===== src/rtl/button_pkg.sv =====
// Shared encodings and width helpers for the button conditioning block.
package button_pkg;

   typedef enum logic [1:0] {
      REL   = 2'd0,
      CHK_P = 2'd1,
      PRS   = 2'd2,
      CHK_R = 2'd3
   } db_state_t;

   typedef enum logic [1:0] {
      POR     = 2'd0,
      RUN     = 2'd1,
      BTN     = 2'd2,
      STRETCH = 2'd3
   } seq_state_t;

   function automatic int cnt_width(input int n);
      return (n < 1) ? 1 : $clog2(n + 1);
   endfunction

   function automatic int max_int(input int a, input int b);
      return (a > b) ? a : b;
   endfunction

endpackage


===== src/rtl/btn_debounce_ch.sv =====
// One button channel: 2-flop synchroniser, debounce FSM, press/release strobes.
// Optional hold counter and long-press strobe under BUTTON_LONG_PRESS_EN.
//
// state | meaning
// REL   | released, level_n = 1
// CHK_P | press seen, counting stable-low cycles
// PRS   | pressed, level_n = 0
// CHK_R | release seen, counting stable-high cycles
module btn_debounce_ch
   import button_pkg::*;
#(
   parameter int DEBOUNCE_CYCLES = 250000
`ifdef BUTTON_LONG_PRESS_EN
   , parameter int LONG_CYCLES = 25000000
`endif
) (
   input  logic clk,
   input  logic rst_n,
   input  logic btn_n,
   output logic level_n,
   output logic level_n_nxt,
   output logic press_stb,
   output logic release_stb,
   output logic long_stb
);

   localparam int CW = cnt_width(DEBOUNCE_CYCLES);
   localparam logic [CW-1:0] CNT_TC  = CW'(DEBOUNCE_CYCLES - 1);
   localparam logic [CW-1:0] CNT_ONE = CW'(1);

   logic          sync_q1, sync_q2;
   db_state_t     state_q, state_d;
   logic [CW-1:0] cnt_q, cnt_d;
   logic          press_d, release_d;

   always_ff @(posedge clk or negedge rst_n) begin
      if (!rst_n) begin
         sync_q1     <= 1'b1;
         sync_q2     <= 1'b1;
         state_q     <= REL;
         cnt_q       <= '0;
         press_stb   <= 1'b0;
         release_stb <= 1'b0;
      end else begin
         sync_q1     <= btn_n;
         sync_q2     <= sync_q1;
         state_q     <= state_d;
         cnt_q       <= cnt_d;
         press_stb   <= press_d;
         release_stb <= release_d;
      end
   end

   always_comb begin
      state_d   = state_q;
      cnt_d     = cnt_q;
      press_d   = 1'b0;
      release_d = 1'b0;
      case (state_q)
         REL: begin
            if (!sync_q2) begin
               state_d = CHK_P;
               cnt_d   = CNT_ONE;
            end
         end
         CHK_P: begin
            if (sync_q2) begin
               state_d = REL;
               cnt_d   = '0;
            end else if (cnt_q >= CNT_TC) begin
               state_d = PRS;
               cnt_d   = '0;
               press_d = 1'b1;
            end else begin
               cnt_d = cnt_q + 1'b1;
            end
         end
         PRS: begin
            if (sync_q2) begin
               state_d = CHK_R;
               cnt_d   = CNT_ONE;
            end
         end
         CHK_R: begin
            if (!sync_q2) begin
               state_d = PRS;
               cnt_d   = '0;
            end else if (cnt_q >= CNT_TC) begin
               state_d   = REL;
               cnt_d     = '0;
               release_d = 1'b1;
            end else begin
               cnt_d = cnt_q + 1'b1;
            end
         end
         default: begin
            state_d = REL;
            cnt_d   = '0;
         end
      endcase
   end

   assign level_n     = !((state_q == PRS) || (state_q == CHK_R));
   // look-ahead level lets the reset sequencer act on the same edge as the strobe
   assign level_n_nxt = !((state_d == PRS) || (state_d == CHK_R));

`ifdef BUTTON_LONG_PRESS_EN
   localparam int HW = cnt_width(LONG_CYCLES);
   localparam logic [HW-1:0] HOLD_TC  = HW'(LONG_CYCLES - 1);
   localparam logic [HW-1:0] HOLD_MAX = HW'(LONG_CYCLES);

   logic [HW-1:0] hold_q;

   always_ff @(posedge clk or negedge rst_n) begin
      if (!rst_n) begin
         hold_q   <= '0;
         long_stb <= 1'b0;
      end else begin
         long_stb <= (state_q == PRS) && (hold_q == HOLD_TC);
         if (state_q != PRS)
            hold_q <= '0;
         else if (hold_q != HOLD_MAX)
            hold_q <= hold_q + 1'b1;
      end
   end
`else
   assign long_stb = 1'b0;
`endif

endmodule


===== src/rtl/button_reset_ctrl.sv =====
// Button conditioning top: per-channel debounce plus system reset sequencer.
// Optional long-press strobes are enabled with BUTTON_LONG_PRESS_EN.
//
// state   | meaning
// POR     | power-on hold, sys_rst_n = 0 for POR_CYCLES
// RUN     | system running, sys_rst_n = 1
// BTN     | reset button held, sys_rst_n = 0
// STRETCH | button released, sys_rst_n held 0 for RST_STRETCH
module button_reset_ctrl
   import button_pkg::*;
#(
   parameter int NUM_BTN         = 2,
   parameter int DEBOUNCE_CYCLES = 250000,
   parameter int POR_CYCLES      = 1000,
   parameter int RST_STRETCH     = 64,
   parameter int LONG_CYCLES     = 25000000
) (
   input  logic               clk25,
   input  logic               rst_n,
   input  logic [NUM_BTN-1:0] btn_n,
   output logic [NUM_BTN-1:0] btn_level_n,
   output logic [NUM_BTN-1:0] btn_press,
   output logic [NUM_BTN-1:0] btn_release,
   output logic               sys_rst_n,
   output logic [NUM_BTN-1:0] btn_long
);

   localparam int SW = cnt_width(max_int(POR_CYCLES, RST_STRETCH));
   localparam logic [SW-1:0] POR_TC = SW'(POR_CYCLES - 1);
   localparam logic [SW-1:0] STR_TC = SW'(RST_STRETCH - 1);

   logic [NUM_BTN-1:0] lvl_nxt;

   for (genvar i = 0; i < NUM_BTN; i++) begin : g_ch
      btn_debounce_ch #(
         .DEBOUNCE_CYCLES(DEBOUNCE_CYCLES)
`ifdef BUTTON_LONG_PRESS_EN
         , .LONG_CYCLES(LONG_CYCLES)
`endif
      ) u_ch (
         .clk         (clk25),
         .rst_n       (rst_n),
         .btn_n       (btn_n[i]),
         .level_n     (btn_level_n[i]),
         .level_n_nxt (lvl_nxt[i]),
         .press_stb   (btn_press[i]),
         .release_stb (btn_release[i]),
         .long_stb    (btn_long[i])
      );
   end

   // channels >= 1 never steer the sequencer; LONG_CYCLES only feeds the hold counters
   logic unused_cfg;
   assign unused_cfg = &{1'b0, lvl_nxt, (LONG_CYCLES > 0)};

   seq_state_t    seq_q, seq_d;
   logic [SW-1:0] scnt_q, scnt_d;

   always_ff @(posedge clk25 or negedge rst_n) begin
      if (!rst_n) begin
         seq_q     <= POR;
         scnt_q    <= '0;
         sys_rst_n <= 1'b0;
      end else begin
         seq_q     <= seq_d;
         scnt_q    <= scnt_d;
         sys_rst_n <= (seq_d == RUN);
      end
   end

   always_comb begin
      seq_d  = seq_q;
      scnt_d = scnt_q;
      case (seq_q)
         POR: begin
            if (scnt_q >= POR_TC) begin
               seq_d  = lvl_nxt[0] ? RUN : BTN;
               scnt_d = '0;
            end else begin
               scnt_d = scnt_q + 1'b1;
            end
         end
         RUN: begin
            if (!lvl_nxt[0])
               seq_d = BTN;
         end
         BTN: begin
            if (lvl_nxt[0]) begin
               seq_d  = STRETCH;
               scnt_d = '0;
            end
         end
         STRETCH: begin
            if (!lvl_nxt[0]) begin
               seq_d  = BTN;
               scnt_d = '0;
            end else if (scnt_q >= STR_TC) begin
               seq_d  = RUN;
               scnt_d = '0;
            end else begin
               scnt_d = scnt_q + 1'b1;
            end
         end
         default: begin
            seq_d  = POR;
            scnt_d = '0;
         end
      endcase
   end

endmodule


===== config.mk =====
export PLATFORM = sky130hd
export DESIGN_NAME = button_reset_ctrl
export DESIGN_NICKNAME = d
export VERILOG_FILES = /design/src/rtl/button_pkg.sv /design/src/rtl/btn_debounce_ch.sv /design/src/rtl/button_reset_ctrl.sv
export SDC_FILE = /design/constraint.sdc
export NUM_CORES = 1
export LEC_CHECK = 0
export BUFFER_PORTS_ARGS = -buffer_cell sky130_fd_sc_hd__buf_4
export CAP_MARGIN = 20
export CORE_MARGIN = 3
export CORE_UTILIZATION = 45
export DETAILED_ROUTE_END_ITERATION = 12
export GPL_ROUTABILITY_DRIVEN = 0
export SYNTH_ARGS = -nofsm -noshare
export SYNTH_HDL_FRONTEND = slang
export SYNTH_HIERARCHICAL = 1
export SYNTH_SLANG_ARGS = --single-unit

===== constraint.sdc =====
create_clock -name clk25 -period 5.4 [get_ports clk25]
set_clock_uncertainty 0.1 [all_clocks]
set_input_delay 0.54 -clock clk25 [delete_from_list [all_inputs] [get_ports clk25]]
set_output_delay 0.54 -clock clk25 [all_outputs]
set_load 0.05 [all_outputs]

==> impl_metrics.yaml, run 1 <==
route:
  dr_total_vias: 2594
  drtIter0Drc: 111
  avgRoutedWirePerCell_um: 14.5
  ant_nets: 0
  drc: 0
  finalWirelength_mm: 6.52
  drt_first_pass_iters: 4
  viasPerCell: 5.79
worst_setup_path:
  path_max_fanout: 8
  start_kind: "flip-flop"
  critPathArrivalTime_ns: 3.15
  crit_path_start: "g_ch[0].u_ch/cnt_q[0]"
  required_ns: 5.56
  crit_path_end_kind: "flip-flop"
  rr_startpoint: "g_ch[0].u_ch/cnt_q[0]"
  worstSetupPathType: "reg -> reg"
clock_tree:
  path_clk_slew_ns: 0.07
  cts_hold_buf: 0
  numCtsBuffers: 9
  cts_buffer_depth: 2
  cts_resized: 0
  cts.sinks: 61
  htreeDepth: 3
  cts_tree: "built"
  cts_setup_buffers: 0
  cts_root_buf: "clkbuf_8"
  worst_skew_pair.late_latency_ns: 0.33
floorplan:
  pin_count: 13
  fp.dieH_um: 91.9
  dieWidth_um: 91.9
  initial_core_util_pct: 47.5
  dieArea_um2: 8440
  num_rows: 30
  core_um2: 6980
run_status:
  outcome: "complete, no violations"
power:
  power.internal_uw: 696
  p_sw_share_pct: 25.3
  switchingPower_uw: 236
  irDropWorstVdd_v: 0.000128
  pwr-share-comb_pct: 7.7
  leakage_nw: 1.60
  p_clk_share_pct: 38.5
  seqPwrFrac_pct: 53.8
  powerDensity_nw_per_um2: 261
  total_power_uw: 932
placed_design:
  place_inst: 432
  placed_area_um2: 3400
  dp_hpwl_mm: 4.26
  numPortBuffers: 10
sta:
  max_slew_margin_pct: 44.5
  finalSetupViolCount: 0
  worstMarginPinSlew_ns: 0.833
  final-max-slew-violation-count: 0
  setup_tns_ns: 0
  layout_worst_path_cycle_share_pct: 55.5
  period_needed_ns: 3.00
  rsz0062_at_grt: "false"
  hold_violations: 0
  fmax_mhz: 334
  hold_ws_ns: 0.181
global_route:
  grt_max_degree: 62
  grt_pass1_vias: 2392
  antenna_found_initial: 0
  grt_overflow: 0
  grt_first_pass_wirelength_mm: 11.5
  grt_use_total_pct: 16.9
layout:
  drive_gt1_share_pct: 12.5
  num_antenna_cells: 0
  fill_cells: 682
  area_delta_synth_final_pct: 7.58
  layout.cells.non_filler: 448
  fin_area_um2: 3570
  finish.net_count: 354
logic_synthesis:
  synth_nets: 344
  syn_area_per_cell_um2: 9.85
  synthCells: 337
  syn-cell-area_um2: 3320
  yosys_warnings: 6
flow_run:
  max-cap-violations: 0
min_path:
  hold_path.class: "in -> async"
==> final timing paths <==
| kind | to | slack (ns) | cells past startpoint |
|---|---|---|---|
| worst min register to register | g_ch[1].u_ch/sync_q2 | 0.26 | 0 |
| max in group asynchronous | g_ch[1].u_ch/press_stb | 4.53 | 1 |
| worst min-delay path | g_ch[0].u_ch/cnt_q[14] | 0.18 | 1 |
| min in group clk25 | g_ch[1].u_ch/sync_q1 | 0.21 | 1 |
| worst max register to register | scnt_q[5] | 2.40 | 10 |
| worst max-delay path | scnt_q[5] | 2.40 | 10 |
==> power groups by stage <==
stage,combinational [mW],sequential (mW),clock [mW]
6_report,0.0715,0.501,0.359
5_1_grt,0.0830,0.505,0.400
4_1_cts,0.0731,0.501,0.374
3_5_place_dp,0.0728,0.509,0
3_3_place_gp,0.0716,0.508,0
2_1_floorplan,0.0633,0.503,0
==> layer usage <==
| layer | wire length (µm) | GRT usage (%) | share of wire, % |
|---|---|---|---|
| met4 | 59 | 4.95 | 0.91 |
| met2 | 2980 | 24.8 | 46 |
| met1 | 3260 | 24.1 | 50 |
| met3 | 212 | 5.25 | 3.3 |
| met5 | 0 | 0 | 0 |
==> area by class of cell <==
class / instances / area (µm²) / area share (%)
tap: 96 / 120 / 3.36
inverter: 6 / 22.5 / 0.631
multi-input combinational: 259 / 1650 / 46.2
timing repair buffer: 10 / 75.1 / 2.10
sequential: 61 / 1530 / 42.9
clock buffer: 15 / 166 / 4.66
clock inverter: 1 / 5.00 / 0.140
==> sequential cells by signal, indices dropped and copies added, names as in the netlist <==
signal and cells:
g_ch.u_ch/cnt_q 36, scnt_q 10, g_ch.u_ch/state_q 4, g_ch.u_ch/press_stb 2
g_ch.u_ch/release_stb 2, g_ch.u_ch/sync_q1 2, g_ch.u_ch/sync_q2 2, seq_q 2
sys_rst_n 1
==> per-stage QoR <==
stage / setup slack (ns) / utilization, %
after floorplan: 2.73 / -
after global placement: 2.50 / 48.7
after detailed placement: 2.42 / 48.7
after CTS: 2.41 / 51.1
after global routing: 2.16 / 51.1
final: 2.40 / 51.1
==> cell usage in the layout (no fill, tap or decap), drive strengths merged, types with 8 or more instances in the layout <==
cell type	instances
a21o	9
a21oi	21
a22o	11
a31oi	32
and3	16
buf	10
clkbuf	15
dfrtp	57
nand2	29
nand3	17
nand4	14
nor2	26
nor3	8
o21ai	14
==> worst max-delay path, stage by stage (launching register included) <==
cell and delay (ns):
dfrtp_1 0.42, ha_1 0.25, and3_1 0.20, o211ai_1 0.23, a21oi_1 0.13, and2_1 0.22
a21oi_1 0.38, or3b_1 0.24, nand2_1 0.21, or3_1 0.42, o22ai_2 0.13
Power figures use the tool's default switching activity.
==> run 2: changes to the inputs <==
- clock period: 5.4 -> 3.1 ns (I/O delays scaled with it)
==> run 2 against run 1 <==
Compared with the run above: hold slack better by 0.077 ns; critical endpoint unchanged; sequential cell count unchanged; fmax increased by 7.7%; final cell count grew 1.6%; worst setup slack worse by 2.1 ns; power up 93%; clock power rose by 120%; sequential power rose by 74%; count of clock-buffer cells in the layout shrank 6.
==> impl_metrics.yaml, run 2 (synthesis gave the netlist of run 1 again) <==
run_status:
  outcome: "complete, no violations"
clock_tree:
  path_clk_slew_ns: 0.07
  cts_resized: 0
  cts_tree: "built"
  cts_setup_buffers: 0
  cts.sinks: 61
  numCtsBuffers: 9
  worst_skew_pair.late_latency_ns: 0.34
  cts_buffer_depth: 2
  cts_hold_buf: 3
  htreeDepth: 3
  cts_root_buf: "clkbuf_8"
global_route:
  antenna_found_initial: 0
  grt_overflow: 0
  grt_pass1_vias: 2418
  grt_use_total_pct: 16.9
  grt_max_degree: 62
  grt_first_pass_wirelength_mm: 11.5
worst_setup_path:
  cp_slowest_cell: "dfrtp_1"
  critPathTopFamily: "simple AND/OR/NAND/NOR gates"
  critPathArrivalTime_ns: 2.95
  crit_buf_inv: 0
  critPathMaxStageDelay_ns: 0.42
  crit_path_end_kind: "flip-flop"
  start_kind: "flip-flop"
  worstSetupPathType: "reg -> reg"
  crit_top_cell: "a21oi_1"
  path_max_fanout: 8
  required_ns: 3.27
  crit_chain: "ha_1 > and3_1 > o211ai_1 > a21oi_1 > and2_1 > a21oi_1 > or3b_1 > nand2_1 > or3_1 > o22ai_2"
route:
  avgRoutedWirePerCell_um: 14.3
  finalWirelength_mm: 6.50
  dr_total_vias: 2572
  drt_first_pass_iters: 4
  drtIter0Drc: 128
  viasPerCell: 5.65
  drc: 0
  ant_nets: 0
floorplan:
  dieWidth_um: 91.9
  dieArea_um2: 8440
  num_rows: 30
  core_um2: 6980
  pin_count: 13
  initial_core_util_pct: 47.5
  fp.dieH_um: 91.9
sta:
  max_slew_margin_pct: 48.4
  worstMarginPinSlew_ns: 0.774
  setup_tns_ns: 0
  final-max-slew-violation-count: 0
  hold_violations: 0
  hold_ws_ns: 0.258
  layout_worst_path_cycle_share_pct: 89.8
  fmax_mhz: 359
  fin_ws_ns: 0.316
  finalSetupViolCount: 0
  rsz0062_at_grt: "false"
  period_needed_ns: 2.78
power:
  powerDensity_nw_per_um2: 488
  leakage_nw: 1.65
  irDropWorstVdd_v: 0.000247
layout:
  area_delta_synth_final_pct: 10.9
  top_regs: "g_ch.u_ch/cnt_q x36, scnt_q x10, g_ch.u_ch/state_q x4"
  top_register: "g_ch.u_ch/cnt_q"
  most-common-layout-cells: "dfrtp_1 (57), a31oi_1 (31), nand2_1 (29)"
  drive_gt1_share_pct: 14.5
  utilization_pct: 52.7
  num_antenna_cells: 0
  finish.net_count: 361
  final_common_cell: "dfrtp_1"
  layout.cells.non_filler: 455
  largest_reg_flops: 36
placed_design:
  dp_hpwl_mm: 4.25
  numPortBuffers: 10
  place_inst: 436
  place_ws_ns: 0.321
flow_run:
  max-cap-violations: 0
min_path:
  hold_path.class: "reg -> reg"
==> run 2: cell type report <==
| class | count | area (µm²) |
|---|---|---|
| Tap cell | 96 | 120 |
| Clock buffer | 9 | 124 |
| Inverter | 6 | 22.5 |
| Multi-Input combinational cell | 259 | 1650 |
| Fill cell | 659 | 3300 |
| Timing Repair Buffer | 17 | 135 |
| Sequential cell | 61 | 1530 |
| Clock inverter | 7 | 97.6 |
==> run 2: worst paths after layout <==
kind | startpoint | end | cells past startpoint | slack, ns
max | g_ch[0].u_ch/cnt_q[0] | scnt_q[5] | 10 | 0.32
max in group asynchronous | rst_n | g_ch[0].u_ch/state_q[1] | 2 | 1.90
min in group asynchronous | rst_n | g_ch[0].u_ch/cnt_q[14] | 2 | 0.49
max reg2reg | g_ch[0].u_ch/cnt_q[0] | scnt_q[5] | 10 | 0.32
min | g_ch[0].u_ch/sync_q1 | g_ch[0].u_ch/sync_q2 | 0 | 0.26
min reg2reg | g_ch[0].u_ch/sync_q1 | g_ch[0].u_ch/sync_q2 | 0 | 0.26
==> run 2: stage by stage <==
stage	area [µm²]	total power [mW]
after floorplan	3320	0.987
after global placement	3430	1.01
after detailed placement	3430	1.02
after CTS	3680	1.84
after global routing	3680	1.89
final	3680	1.80
==> run 2: routing by layer <==
layer / vias up / track usage, % / wire, µm
li1: 1306 / - / -
met1: 1229 / 24.7 / 3240
met2: 33 / 24.3 / 3010
met3: 4 / 4.27 / 218
met4: 0 / 5.69 / 36
met5: - / 0 / 0
==> run 2: report_power, final <==
part	switching [mW]	internal (mW)	total [mW]	leakage, nW
clock network	0.336	0.456	0.792	0.106
registers	0.0448	0.828	0.873	0.810
logic	0.0770	0.0533	0.130	0.731
==> run 2: worst register-to-register path, delay by kind of cell, from the launching register on <==
kind	cells	cell delay, ns
AOI/OAI and AO/OA	4	0.71
and+or+nand+nor	5	1.26
adders and majority gates	1	0.25
DFF	1	0.42
==> run 3: changes to the inputs <==
--- a/config.mk
+++ b/config.mk
@@ -7,2 +7,3 @@
 export LEC_CHECK = 0
+export ABC_AREA = 0
 export BUFFER_PORTS_ARGS = -buffer_cell sky130_fd_sc_hd__buf_4
==> constraint.sdc (replaced) <==
create_clock -name clk25 -period 2.7 [get_ports clk25]
set_clock_uncertainty 0.1 [all_clocks]
set_input_delay 0.27 -clock clk25 [delete_from_list [all_inputs] [get_ports clk25]]
set_output_delay 0.27 -clock clk25 [all_outputs]
set_load 0.005 [all_outputs]
==> run 3 against run 2 <==
Compared with the run above: final cell count is 3.3% higher; sequential share of layout area is 1.0 points lower; combinational power is 28% higher; critical path type unchanged; largest cell class unchanged.
==> impl_metrics.yaml, run 3 (synthesis gave the netlist of run 1 again) <==
power:
  leakage_nw: 1.72
  total_power_mw: 1.92
  irDropWorstVdd_v: 0.000235
  powerDensity_nw_per_um2: 509
clock_tree:
  worst_skew_pair.late_latency_ns: 0.34
  numCtsBuffers: 9
  cts_tree: "built"
  htreeDepth: 3
  path_clk_slew_ns: 0.07
  cts.sinks: 61
  cts_buffer_depth: 2
  cts_root_buf: "clkbuf_8"
  cts_setup_buffers: 0
floorplan:
  initial_core_util_pct: 47.5
  pin_count: 13
  num_rows: 30
  core_um2: 6980
  dieArea_um2: 8440
  dieWidth_um: 91.9
  fp.dieH_um: 91.9
route:
  ant_nets: 0
  viasPerCell: 5.72
  drt_first_pass_iters: 5
  drtIter0Drc: 248
  drc: 0
  dr_total_vias: 2689
  avgRoutedWirePerCell_um: 14.3
  finalWirelength_mm: 6.71
sta:
  layout_worst_path_cycle_share_pct: 94.1
  final-max-slew-violation-count: 0
  hold_violations: 0
  fin_ws_ns: 0.160
  worstMarginPinSlew_ns: 0.762
  fmax_mhz: 394
  finalSetupViolCount: 0
  hold_ws_ns: 0.253
  max_slew_margin_pct: 49.2
  period_needed_ns: 2.54
layout:
  top_register: "g_ch.u_ch/cnt_q"
  largest_reg_flops: 36
  most-common-layout-cells: "dfrtp_1 (57), a31oi_1 (31), buf_4 (29)"
  num_antenna_cells: 0
  area_delta_synth_final_pct: 13.7
  final_common_cell: "dfrtp_1"
  top_regs: "g_ch.u_ch/cnt_q x36, scnt_q x10, g_ch.u_ch/state_q x4"
  drive_gt1_share_pct: 18.7
  fin_area_um2: 3770
  finish.net_count: 376
flow_run:
  max-cap-violations: 0
global_route:
  antenna_found_initial: 0
  grt_first_pass_wirelength_mm: 11.7
  grt_use_total_pct: 17.1
  grt_pass1_vias: 2507
  grt_overflow: 0
  grt_max_degree: 62
worst_setup_path:
  crit_chain: "nor4b_2 > o211ai_1 > a21oi_1 > and2_1 > a21oi_2 > or3b_4 > and2_2 > o21ai_1 > o22ai_1"
  critPathArrivalTime_ns: 2.64
  path_max_fanout: 6
  start_kind: "flip-flop"
  critPathMaxStageDelay_ns: 0.43
  worstSetupPathType: "reg -> reg"
  required_ns: 2.80
  cp_slowest_cell: "dfrtp_1"
  crit_path_end_kind: "flip-flop"
placed_design:
  numPortBuffers: 10
  placed_area_um2: 3540
  place_ws_ns: 0.0305
  dp_hpwl_mm: 4.50
run_status:
  outcome: "complete, no violations"
min_path:
  hold_path.class: "reg -> reg"
[run 3: report_power, final]
part | leakage [nW] | switching [mW] | internal [mW]
registers | 0.810 | 0.0452 | 0.952
logic | 0.816 | 0.0923 | 0.0744
clock network | 0.0937 | 0.350 | 0.409
[run 3: timing repair]
action,CTS,global route
endpoints found under the setup margin,0,9
resized for setup,0,8
hold buffers,3,0
hold endpoints to repair,59,0
[run 3: final cells by class]
| class | count | area (µm²) |
|---|---|---|
| Clock buffer | 15 | 176 |
| Clock inverter | 1 | 5.00 |
| Fill cell | 639 | 3210 |
| Inverter | 6 | 22.5 |
| Multi-Input combinational cell | 259 | 1670 |
| Sequential cell | 61 | 1530 |
| Tap cell | 96 | 120 |
| Timing Repair Buffer | 32 | 248 |
[run 3: final timing paths]
check                                  startpoint                     end  slack [ns]  depth (start not counted)
max                        g_ch[0].u_ch/cnt_q[10]               scnt_q[3]        0.16                          9
min                          g_ch[0].u_ch/sync_q1    g_ch[0].u_ch/sync_q2        0.25                          0
max reg2reg                g_ch[0].u_ch/cnt_q[10]               scnt_q[3]        0.16                          9
min reg2reg                  g_ch[0].u_ch/sync_q1    g_ch[0].u_ch/sync_q2        0.25                          0
max in group asynchronous                   rst_n  g_ch[1].u_ch/cnt_q[16]        1.54                          2
min in group asynchronous                   rst_n   g_ch[0].u_ch/cnt_q[4]        0.44                          2
[run 3: worst max-delay path, delay by kind of cell (launching register included)]
kind            cells  cell delay (ns)
simple gates        4             1.17
compound gates      5             0.70
flops               1             0.43
[run 3: per-layer routing]
layer / share of wire, % / wire length, µm / global-route usage (%) / vias up
met3: 3.7 / 245 / 3.69 / 8
met5: 0 / 0 / 0 / -
met4: 1.6 / 107 / 6.68 / 0
met2: 45 / 3020 / 25.5 / 45
li1: - / - / - / 1336
met1: 50 / 3330 / 24.3 / 1300
[run 3: metrics by stage]
stage,util [%],TNS [ns],std cells
after floorplan,-,0,337
after global placement,50.7,0,451
after detailed placement,50.7,0,451
after CTS,53.7,0,470
after global routing,54.0,-0.0209,470
final,54.0,0,470
